===== config.mk =====
export PLATFORM = sky130hd
export DESIGN_NAME = dma_axi_write_engine
export DESIGN_NICKNAME = d
export VERILOG_FILES = /design/src/rtl/dma_axi_write_engine.sv
export SDC_FILE = /design/constraint.sdc
export NUM_CORES = 1
export LEC_CHECK = 0
export BUFFER_PORTS_ARGS = -buffer_cell sky130_fd_sc_hd__buf_2
export CORE_UTILIZATION = 40
export DETAILED_ROUTE_END_ITERATION = 8
export GPL_ROUTABILITY_DRIVEN = 1
export PLACE_DENSITY = 0.64
export SKIP_LAST_GASP = 1
export SLEW_MARGIN = 20
export SYNTH_ARGS = -nofsm -noshare
export SYNTH_HDL_FRONTEND = slang
export SYNTH_SLANG_ARGS = --single-unit

===== constraint.sdc =====
create_clock -name clk -period 5.7 [get_ports clk]
set_input_delay 0.57 -clock clk [delete_from_list [all_inputs] [get_ports clk]]
set_output_delay 0.57 -clock clk [all_outputs]
set_load 0.005 [all_outputs]

===== src/rtl/dma_axi_write_engine.sv =====
// AXI write master for the DMA: splits one command into bursts that never cross
// a 4KB page, streams buffer data on W and tracks B responses until drained.
module dma_axi_write_engine #(
   parameter int BW_ADDR         = 32,
   parameter int BW_AXI_DATA     = 32,
   parameter int BW_AXI_ID       = 4,
   parameter int AXI_ID          = 0,
   parameter int MAX_BURST_LEN   = 16,
   parameter int MAX_OUTSTANDING = 4,
   parameter int BW_XFER_BYTES   = 20
) (
   input  logic                     clk,
   input  logic                     rstnn,
   input  logic                     cmd_valid,
   output logic                     cmd_ready,
   input  logic [BW_ADDR-1:0]       cmd_addr,
   input  logic [BW_XFER_BYTES-1:0] cmd_bytes,
   input  logic                     cmd_fixed,
   output logic                     busy,
   output logic                     done,
   output logic                     err,
   output logic [1:0]               err_resp,
   input  logic                     sdata_valid,
   input  logic [BW_AXI_DATA-1:0]   sdata,
   output logic                     sdata_ready,
   output logic [BW_AXI_ID-1:0]     awid,
   output logic [BW_ADDR-1:0]       awaddr,
   output logic [7:0]               awlen,
   output logic [2:0]               awsize,
   output logic [1:0]               awburst,
   output logic                     awvalid,
   input  logic                     awready,
   output logic [BW_AXI_ID-1:0]     wid,
   output logic [BW_AXI_DATA-1:0]   wdata,
   output logic [BW_AXI_DATA/8-1:0] wstrb,
   output logic                     wlast,
   output logic                     wvalid,
   input  logic                     wready,
   input  logic [BW_AXI_ID-1:0]     bid,
   input  logic [1:0]               bresp,
   input  logic                     bvalid,
   output logic                     bready
);
   localparam int NB      = BW_AXI_DATA / 8;
   localparam int NB_LOG  = $clog2(NB);
   localparam int FIX_MAX = (MAX_BURST_LEN > 16) ? 16 : MAX_BURST_LEN;
   localparam int CNT_W   = $clog2(MAX_OUTSTANDING + 1);
   localparam int PTR_W   = (MAX_OUTSTANDING > 1) ? $clog2(MAX_OUTSTANDING) : 1;
   localparam int BEAT_W  = BW_XFER_BYTES + 1;

   typedef enum logic [1:0] {IDLE = 2'd0, RUN = 2'd1, DRAIN = 2'd2, DONE = 2'd3} state_t;

   function automatic logic [NB-1:0] tail_strb(input logic [NB_LOG-1:0] rem);
      logic [NB-1:0] strb;
      for (int i = 0; i < NB; i++) begin
         strb[i] = (rem == NB_LOG'(0)) || (i < int'(rem));
      end
      return strb;
   endfunction

   function automatic logic [PTR_W-1:0] ptr_inc(input logic [PTR_W-1:0] p);
      return (p == PTR_W'(MAX_OUTSTANDING - 1)) ? PTR_W'(0) : p + PTR_W'(1);
   endfunction

   state_t              state_r;
   logic                cmd_ready_r, busy_r, done_r, fixed_r, awvalid_r, err_r;
   logic [1:0]          err_resp_r;
   logic [BW_ADDR-1:0]  addr_r, awaddr_r;
   logic [BEAT_W-1:0]   beats_left_r;
   logic [NB-1:0]       last_strb_r;
   logic [7:0]          awlen_r;
   logic [8:0]          aw_len_r, beat_cnt_r;
   logic [CNT_W-1:0]    outstanding_r, fifo_cnt_r;
   logic [PTR_W-1:0]    wr_ptr_r, rd_ptr_r;
   logic [8:0]          fifo_len_r [MAX_OUTSTANDING];
   logic                fifo_fin_r [MAX_OUTSTANDING];

   logic [31:0]         beats_s, bound_s, cap_s, cap2_s, len_w_s;
   logic [8:0]          len_s, head_len_s;
   logic                aw_hs_s, w_hs_s, b_hs_s, pop_s, active_s, wlast_s, head_fin_s;
   logic                aw_final_s, fifo_full_s, out_ok_s;
   logic [CNT_W-1:0]    out_nx_s;
   logic                unused_ok_s;

   // Burst length: capped by burst limit, remaining beats and, for INCR, the 4KB page end.
   assign beats_s  = 32'(beats_left_r);
   assign bound_s  = 32'((13'h1000 - {1'b0, addr_r[11:0]}) >> NB_LOG);
   assign cap_s    = fixed_r ? 32'(FIX_MAX) : 32'(MAX_BURST_LEN);
   assign cap2_s   = (beats_s < cap_s) ? beats_s : cap_s;
   assign len_w_s  = (!fixed_r && (bound_s < cap2_s)) ? bound_s : cap2_s;
   assign len_s    = len_w_s[8:0];

   assign active_s    = (fifo_cnt_r != CNT_W'(0));
   assign head_len_s  = fifo_len_r[rd_ptr_r];
   assign head_fin_s  = fifo_fin_r[rd_ptr_r];
   assign wlast_s     = active_s && (beat_cnt_r == head_len_s - 9'd1);
   assign aw_hs_s     = awvalid_r && awready;
   assign w_hs_s      = sdata_valid && active_s && wready;
   assign pop_s       = w_hs_s && wlast_s;
   assign b_hs_s      = bvalid && (outstanding_r != CNT_W'(0));
   assign aw_final_s  = (beats_left_r == BEAT_W'(aw_len_r));
   assign fifo_full_s = (fifo_cnt_r == CNT_W'(MAX_OUTSTANDING));
   assign out_ok_s    = (outstanding_r < CNT_W'(MAX_OUTSTANDING));
   assign out_nx_s    = (aw_hs_s && !b_hs_s) ? outstanding_r + CNT_W'(1) :
                        (!aw_hs_s && b_hs_s) ? outstanding_r - CNT_W'(1) : outstanding_r;

   assign cmd_ready   = cmd_ready_r;
   assign busy        = busy_r;
   assign done        = done_r;
   assign err         = err_r;
   assign err_resp    = err_resp_r;
   assign awid        = BW_AXI_ID'(AXI_ID);
   assign awaddr      = awaddr_r;
   assign awlen       = awlen_r;
   assign awsize      = 3'(NB_LOG);
   assign awburst     = fixed_r ? 2'b00 : 2'b01;
   assign awvalid     = awvalid_r;
   assign wid         = BW_AXI_ID'(AXI_ID);
   assign wdata       = sdata;
   assign wvalid      = sdata_valid && active_s;
   assign sdata_ready = wready && active_s;
   assign wlast       = wlast_s;
   assign wstrb       = (wlast_s && head_fin_s) ? last_strb_r : {NB{1'b1}};
   assign bready      = 1'b1;
   assign unused_ok_s = ^{bid, cmd_addr[NB_LOG-1:0], len_w_s[31:9]};

   // Control FSM: command acceptance, AW issue and transfer completion.
   always_ff @(posedge clk or negedge rstnn) begin
      if (!rstnn) begin
         state_r      <= IDLE;
         cmd_ready_r  <= 1'b1;
         busy_r       <= 1'b0;
         done_r       <= 1'b0;
         fixed_r      <= 1'b0;
         addr_r       <= BW_ADDR'(0);
         beats_left_r <= BEAT_W'(0);
         last_strb_r  <= {NB{1'b1}};
         awvalid_r    <= 1'b0;
         awaddr_r     <= BW_ADDR'(0);
         awlen_r      <= 8'd0;
         aw_len_r     <= 9'd0;
      end else begin
         case (state_r)
            IDLE: begin
               done_r <= 1'b0;
               if (cmd_valid) begin
                  addr_r       <= {cmd_addr[BW_ADDR-1:NB_LOG], {NB_LOG{1'b0}}};
                  fixed_r      <= cmd_fixed;
                  beats_left_r <= (BEAT_W'(cmd_bytes) + BEAT_W'(NB - 1)) >> NB_LOG;
                  last_strb_r  <= tail_strb(cmd_bytes[NB_LOG-1:0]);
                  cmd_ready_r  <= 1'b0;
                  busy_r       <= 1'b1;
                  state_r      <= (cmd_bytes == BW_XFER_BYTES'(0)) ? DONE : RUN;
               end
            end
            RUN: begin
               if (aw_hs_s) begin
                  awvalid_r    <= 1'b0;
                  beats_left_r <= beats_left_r - BEAT_W'(aw_len_r);
                  if (!fixed_r) begin
                     addr_r <= addr_r + (BW_ADDR'(aw_len_r) << NB_LOG);
                  end
               end else if (awvalid_r) begin
                  awvalid_r <= 1'b1;
               end else if (beats_left_r == BEAT_W'(0)) begin
                  state_r <= DRAIN;
               end else if (out_ok_s && !fifo_full_s) begin
                  awvalid_r <= 1'b1;
                  awaddr_r  <= addr_r;
                  awlen_r   <= 8'(len_s - 9'd1);
                  aw_len_r  <= len_s;
               end
            end
            DRAIN: begin
               // Uses the post-B count so done follows the last response by one cycle.
               if ((fifo_cnt_r == CNT_W'(0)) && (out_nx_s == CNT_W'(0))) begin
                  state_r <= DONE;
                  done_r  <= 1'b1;
               end
            end
            DONE: begin
               if (done_r) begin
                  done_r      <= 1'b0;
                  state_r     <= IDLE;
                  cmd_ready_r <= 1'b1;
                  busy_r      <= 1'b0;
               end else begin
                  done_r <= 1'b1;
               end
            end
            default: begin
               state_r     <= IDLE;
               cmd_ready_r <= 1'b1;
               busy_r      <= 1'b0;
               done_r      <= 1'b0;
               awvalid_r   <= 1'b0;
            end
         endcase
      end
   end

   // Burst-info FIFO and W beat counter; entries enter on AW and leave on wlast.
   always_ff @(posedge clk or negedge rstnn) begin
      if (!rstnn) begin
         wr_ptr_r   <= PTR_W'(0);
         rd_ptr_r   <= PTR_W'(0);
         fifo_cnt_r <= CNT_W'(0);
         beat_cnt_r <= 9'd0;
         for (int i = 0; i < MAX_OUTSTANDING; i++) begin
            fifo_len_r[i] <= 9'd0;
            fifo_fin_r[i] <= 1'b0;
         end
      end else begin
         if (aw_hs_s) begin
            fifo_len_r[wr_ptr_r] <= aw_len_r;
            fifo_fin_r[wr_ptr_r] <= aw_final_s;
            wr_ptr_r             <= ptr_inc(wr_ptr_r);
         end
         if (w_hs_s) begin
            if (wlast_s) begin
               beat_cnt_r <= 9'd0;
               rd_ptr_r   <= ptr_inc(rd_ptr_r);
            end else begin
               beat_cnt_r <= beat_cnt_r + 9'd1;
            end
         end
         if (aw_hs_s && !pop_s) begin
            fifo_cnt_r <= fifo_cnt_r + CNT_W'(1);
         end else if (!aw_hs_s && pop_s) begin
            fifo_cnt_r <= fifo_cnt_r - CNT_W'(1);
         end
      end
   end

   // Outstanding-burst counter and first-error capture.
   always_ff @(posedge clk or negedge rstnn) begin
      if (!rstnn) begin
         outstanding_r <= CNT_W'(0);
         err_r         <= 1'b0;
         err_resp_r    <= 2'b00;
      end else begin
         outstanding_r <= out_nx_s;
         if (state_r == IDLE && cmd_valid) begin
            err_r      <= 1'b0;
            err_resp_r <= 2'b00;
         end else if (b_hs_s && (bresp != 2'b00) && !err_r) begin
            err_r      <= 1'b1;
            err_resp_r <= bresp;
         end
      end
   end
endmodule


==> impl_metrics.toml <==
[outcome]
status = "complete, no violations"

[synth]
syn-cell-area_sq_um = 10450
ys_seq_area_share_pct = 40.78
synth_warnings = 0
synth_flop_cell = "dfrtp_1"
syn_inst = 1130
syn_area_per_cell_sq_um = 9.243
synth_edf_count = 0
async_reset_ff_share_pct = 100.0
ys_seq_elements = 170
ys_types = 66

[die]
die_h_um = 163.6
die-area_sq_um = 26760
start_util_pct = 41.12
row_count = 58
io_pins = 198
die_w_um = 163.6
core_area_sq_um = 25400

[power_and_ir_drop]
total_power_mw = 6.947
powerDensity_nw_per_um2 = 599.7
vdd_drop_max_v = 0.0002972
p_leak_nw = 5.255

[drt]
wl_per_cell_um = 16.20
routed.top_layer = "met5"
wl_met3_mm = 1.330
viasPerCell = 5.316
remaining_drc_errors = 0
antenna_left = 0
drt_iter0_markers = 442
vias = 8198
wl_mm = 24.98
wl_met1_mm = 11.34
first_pass_iters = 4
wl_met2_mm = 11.94

[final_layout]
drive_gt1_share_pct = 18.40
antenna_cells = 0
fin_area_sq_um = 11580
nNetsFinal = 1348
area_growth_pct = 10.90

[clock_network]
cts_buffer_depth = 2
cts.htree.levels = 4
cts_buffers = 17
cts_root_buffer = "clkbuf_16"
clock_latency_ns = 0.43
path_clk_slew_ns = 0.07
cts_hold_buf = 0
cts_setup_buffers = 0
clock_sinks = 170
tritoncts = "done"
cts_resized = 0

[flow_run]
maxCapViolations = 0

[worst_setup_path]
crit_type = "reg2reg"
cp-end-kind = "register"
reg2regPathDepth = 16
cp.arrival_ns = 4.77
crit_required_ns = 6.04
cp-start-kind = "register"
cp_max_fo = 15

[placement]
dp_hpwl_mm = 18.11
gp_congestion = 0.8619
dpl_cell_area_sq_um = 11030
io_buffers = 111

[timing]
fin_crit_ns = 4.432
clock.fmax_mhz = 225.6
setup_viol = 0
worst_clock_skew_ns = 0.01473
worst_pin_slew_ns = 0.8922
finalCritPeriodShare_pct = 77.76
rsz0062_at_grt = "no"
slew_headroom_pct = 40.29
tns_ns = 0
drv_slew = 0
hold_violations = 0

[global_routing]
grt_max_degree = 77
grt_pass1_vias = 8232
antenna_found_initial = 2
grt.total_usage_pct = 19.47
grt-ovfl-total = 0
grt_pass1_wl_mm = 41.11

[worst_hold_path]
hold_class = "in2async"
## cell type report
cell class,instances,area [sq um]
sequential,170,4259
fill,2496,13820
tap,330,412.9
inverter,47,176.4
multi-input combinational,840,5528
clock inverter,15,130.1
clock buffer,17,425.4
timing repair buffer,123,651.9
## cell usage after synthesis (all sizes together), types with 3 or more instances
| cell type | n | area [sq um] |
|---|---|---|
| or2 | 6 | 37.54 |
| and2 | 6 | 37.54 |
| nand2b | 18 | 112.6 |
| or3 | 10 | 62.56 |
| ha | 48 | 600.6 |
| mux4 | 9 | 202.7 |
| xor2 | 21 | 183.9 |
| nand3 | 31 | 155.2 |
| nor4b | 3 | 26.28 |
| mux2 | 39 | 446.7 |
| a22oi | 4 | 30.03 |
| o22ai | 25 | 156.4 |
| a211oi | 3 | 22.52 |
| and4 | 3 | 26.28 |
| clkbuf | 31 | 116.4 |
| nor2 | 72 | 286.5 |
| dfstp | 4 | 105.1 |
| o211ai | 6 | 45.04 |
| a21o | 6 | 45.04 |
| fa | 3 | 60.06 |
| nor4 | 11 | 68.82 |
| o21a | 5 | 37.54 |
| or4 | 7 | 52.55 |
| buf | 62 | 456.7 |
| nor3 | 15 | 85.08 |
| o31ai | 4 | 30.03 |
| and3 | 11 | 68.82 |
| o21ai | 98 | 490.5 |
| a21boi | 4 | 30.03 |
| nor2b | 12 | 75.07 |
| dfrtp | 166 | 4154 |
| xnor2 | 42 | 375.4 |
| inv | 47 | 176.4 |
| a31oi | 8 | 50.05 |
| nand4 | 11 | 68.82 |
| mux2i | 33 | 330.3 |
| a21oi | 67 | 335.3 |
| nand2 | 153 | 576.8 |
## final timing paths
kind                       slack (ns)                         start                      endpoint
max in group asynchronous        4.38                         rstnn  beats_left_r[19]$_DFFE_PN0P_
hold reg to reg                  0.48    fifo_len_r[33]$_DFFE_PN0P_    fifo_len_r[33]$_DFFE_PN0P_
setup reg to reg                 1.27  beats_left_r[11]$_DFFE_PN0P_          awlen[4]$_DFFE_PN0P_
hold / removal                   0.17                         rstnn     beat_cnt_r[3]$_DFFE_PN0P_
setup / recovery                 1.27  beats_left_r[11]$_DFFE_PN0P_          awlen[4]$_DFFE_PN0P_
min in group clk                 0.37                     cmd_fixed           fixed_r$_DFFE_PN0P_
## through the flow
stage	hold WS (ns)	utilization (%)	std cells	setup WS, ns
5_1_grt	0.2239	45.61	1542	0.8498
6_report	0.1656	45.61	1542	1.268
2_1_floorplan	0.2744	-	1150	1.567
4_1_cts	0.1916	45.61	1542	1.251
3_5_place_dp	0.4656	43.42	1510	1.293
3_3_place_gp	0.4570	43.42	1510	1.416
## cells in the final DEF, fill, tap and decap left out, drive strengths merged, types with 9 or more instances in the layout
master,count
dfrtp,166
nand2,153
buf,123
o21ai,98
nor2,72
a21oi,67
inv,55
ha,48
xnor2,42
mux2,39
mux2i,33
nand3,31
o22ai,25
conb,22
xor2,21
nand2b,18
clkbuf,17
nor3,15
nor2b,12
nor4,11
and3,11
nand4,11
or3,10
mux4,9
## registers in the layout (all words and copies together) (netlist names), 4 cells and up
signal / count
beats_left_r: 21
addr_r: 30
awlen: 8
awaddr: 30
fifo_len_r: 36
beat_cnt_r: 9
aw_len_r: 9
fifo_fin_r: 4
## per-layer routing
metal / track usage, % / vias to the layer above
met4: 4.966 / 4
met5: 0 / -
met1: 24.77 / 3950
met2: 33.46 / 192
met3: 4.088 / 24
li1: - / 4028
## where the power goes
| part | switching (mW) | internal [mW] | leakage, nW |
|---|---|---|---|
| combinational | 1.97 | 1.55 | 2.95 |
| sequential | 0.525 | 1.79 | 2.04 |
| clock | 0.541 | 0.574 | 0.263 |
| total | 3.03 | 3.91 | 5.26 |
## worst max-delay path, cell delays in order, from the launching register on
cell	delay [ns]
dfrtp_1	0.41
or3_1	0.49
nor3_2	0.33
and4b_1	0.54
nand2_1	0.11
ha_1	0.29
and4_1	0.21
a2111oi_0	0.39
a41oi_1	0.21
buf_4	0.23
nor2b_1	0.12
a31oi_1	0.06
ha_1	0.30
nor2b_1	0.16
a221oi_1	0.26
a21oi_1	0.07
o21ai_0	0.16
## cells by family (layout without fill, tap and decap cells)
group / after synthesis / in the layout / share of synthesized area [%]
AO/OA/AOI/OAI: 249 / 249 / 13.81
XOR/XNOR: 63 / 63 / 5.355
adder cells (fa/ha/maj): 53 / 53 / 6.517
buffers and inverters: 140 / 202 / 7.175
flip-flops: 170 / 170 / 40.78
multiplexers: 81 / 81 / 9.379
other: 2 / 22 / 0.07190
AND/OR/NAND/NOR: 372 / 372 / 16.91
Note: power is estimated with default switching activity, not from simulation.
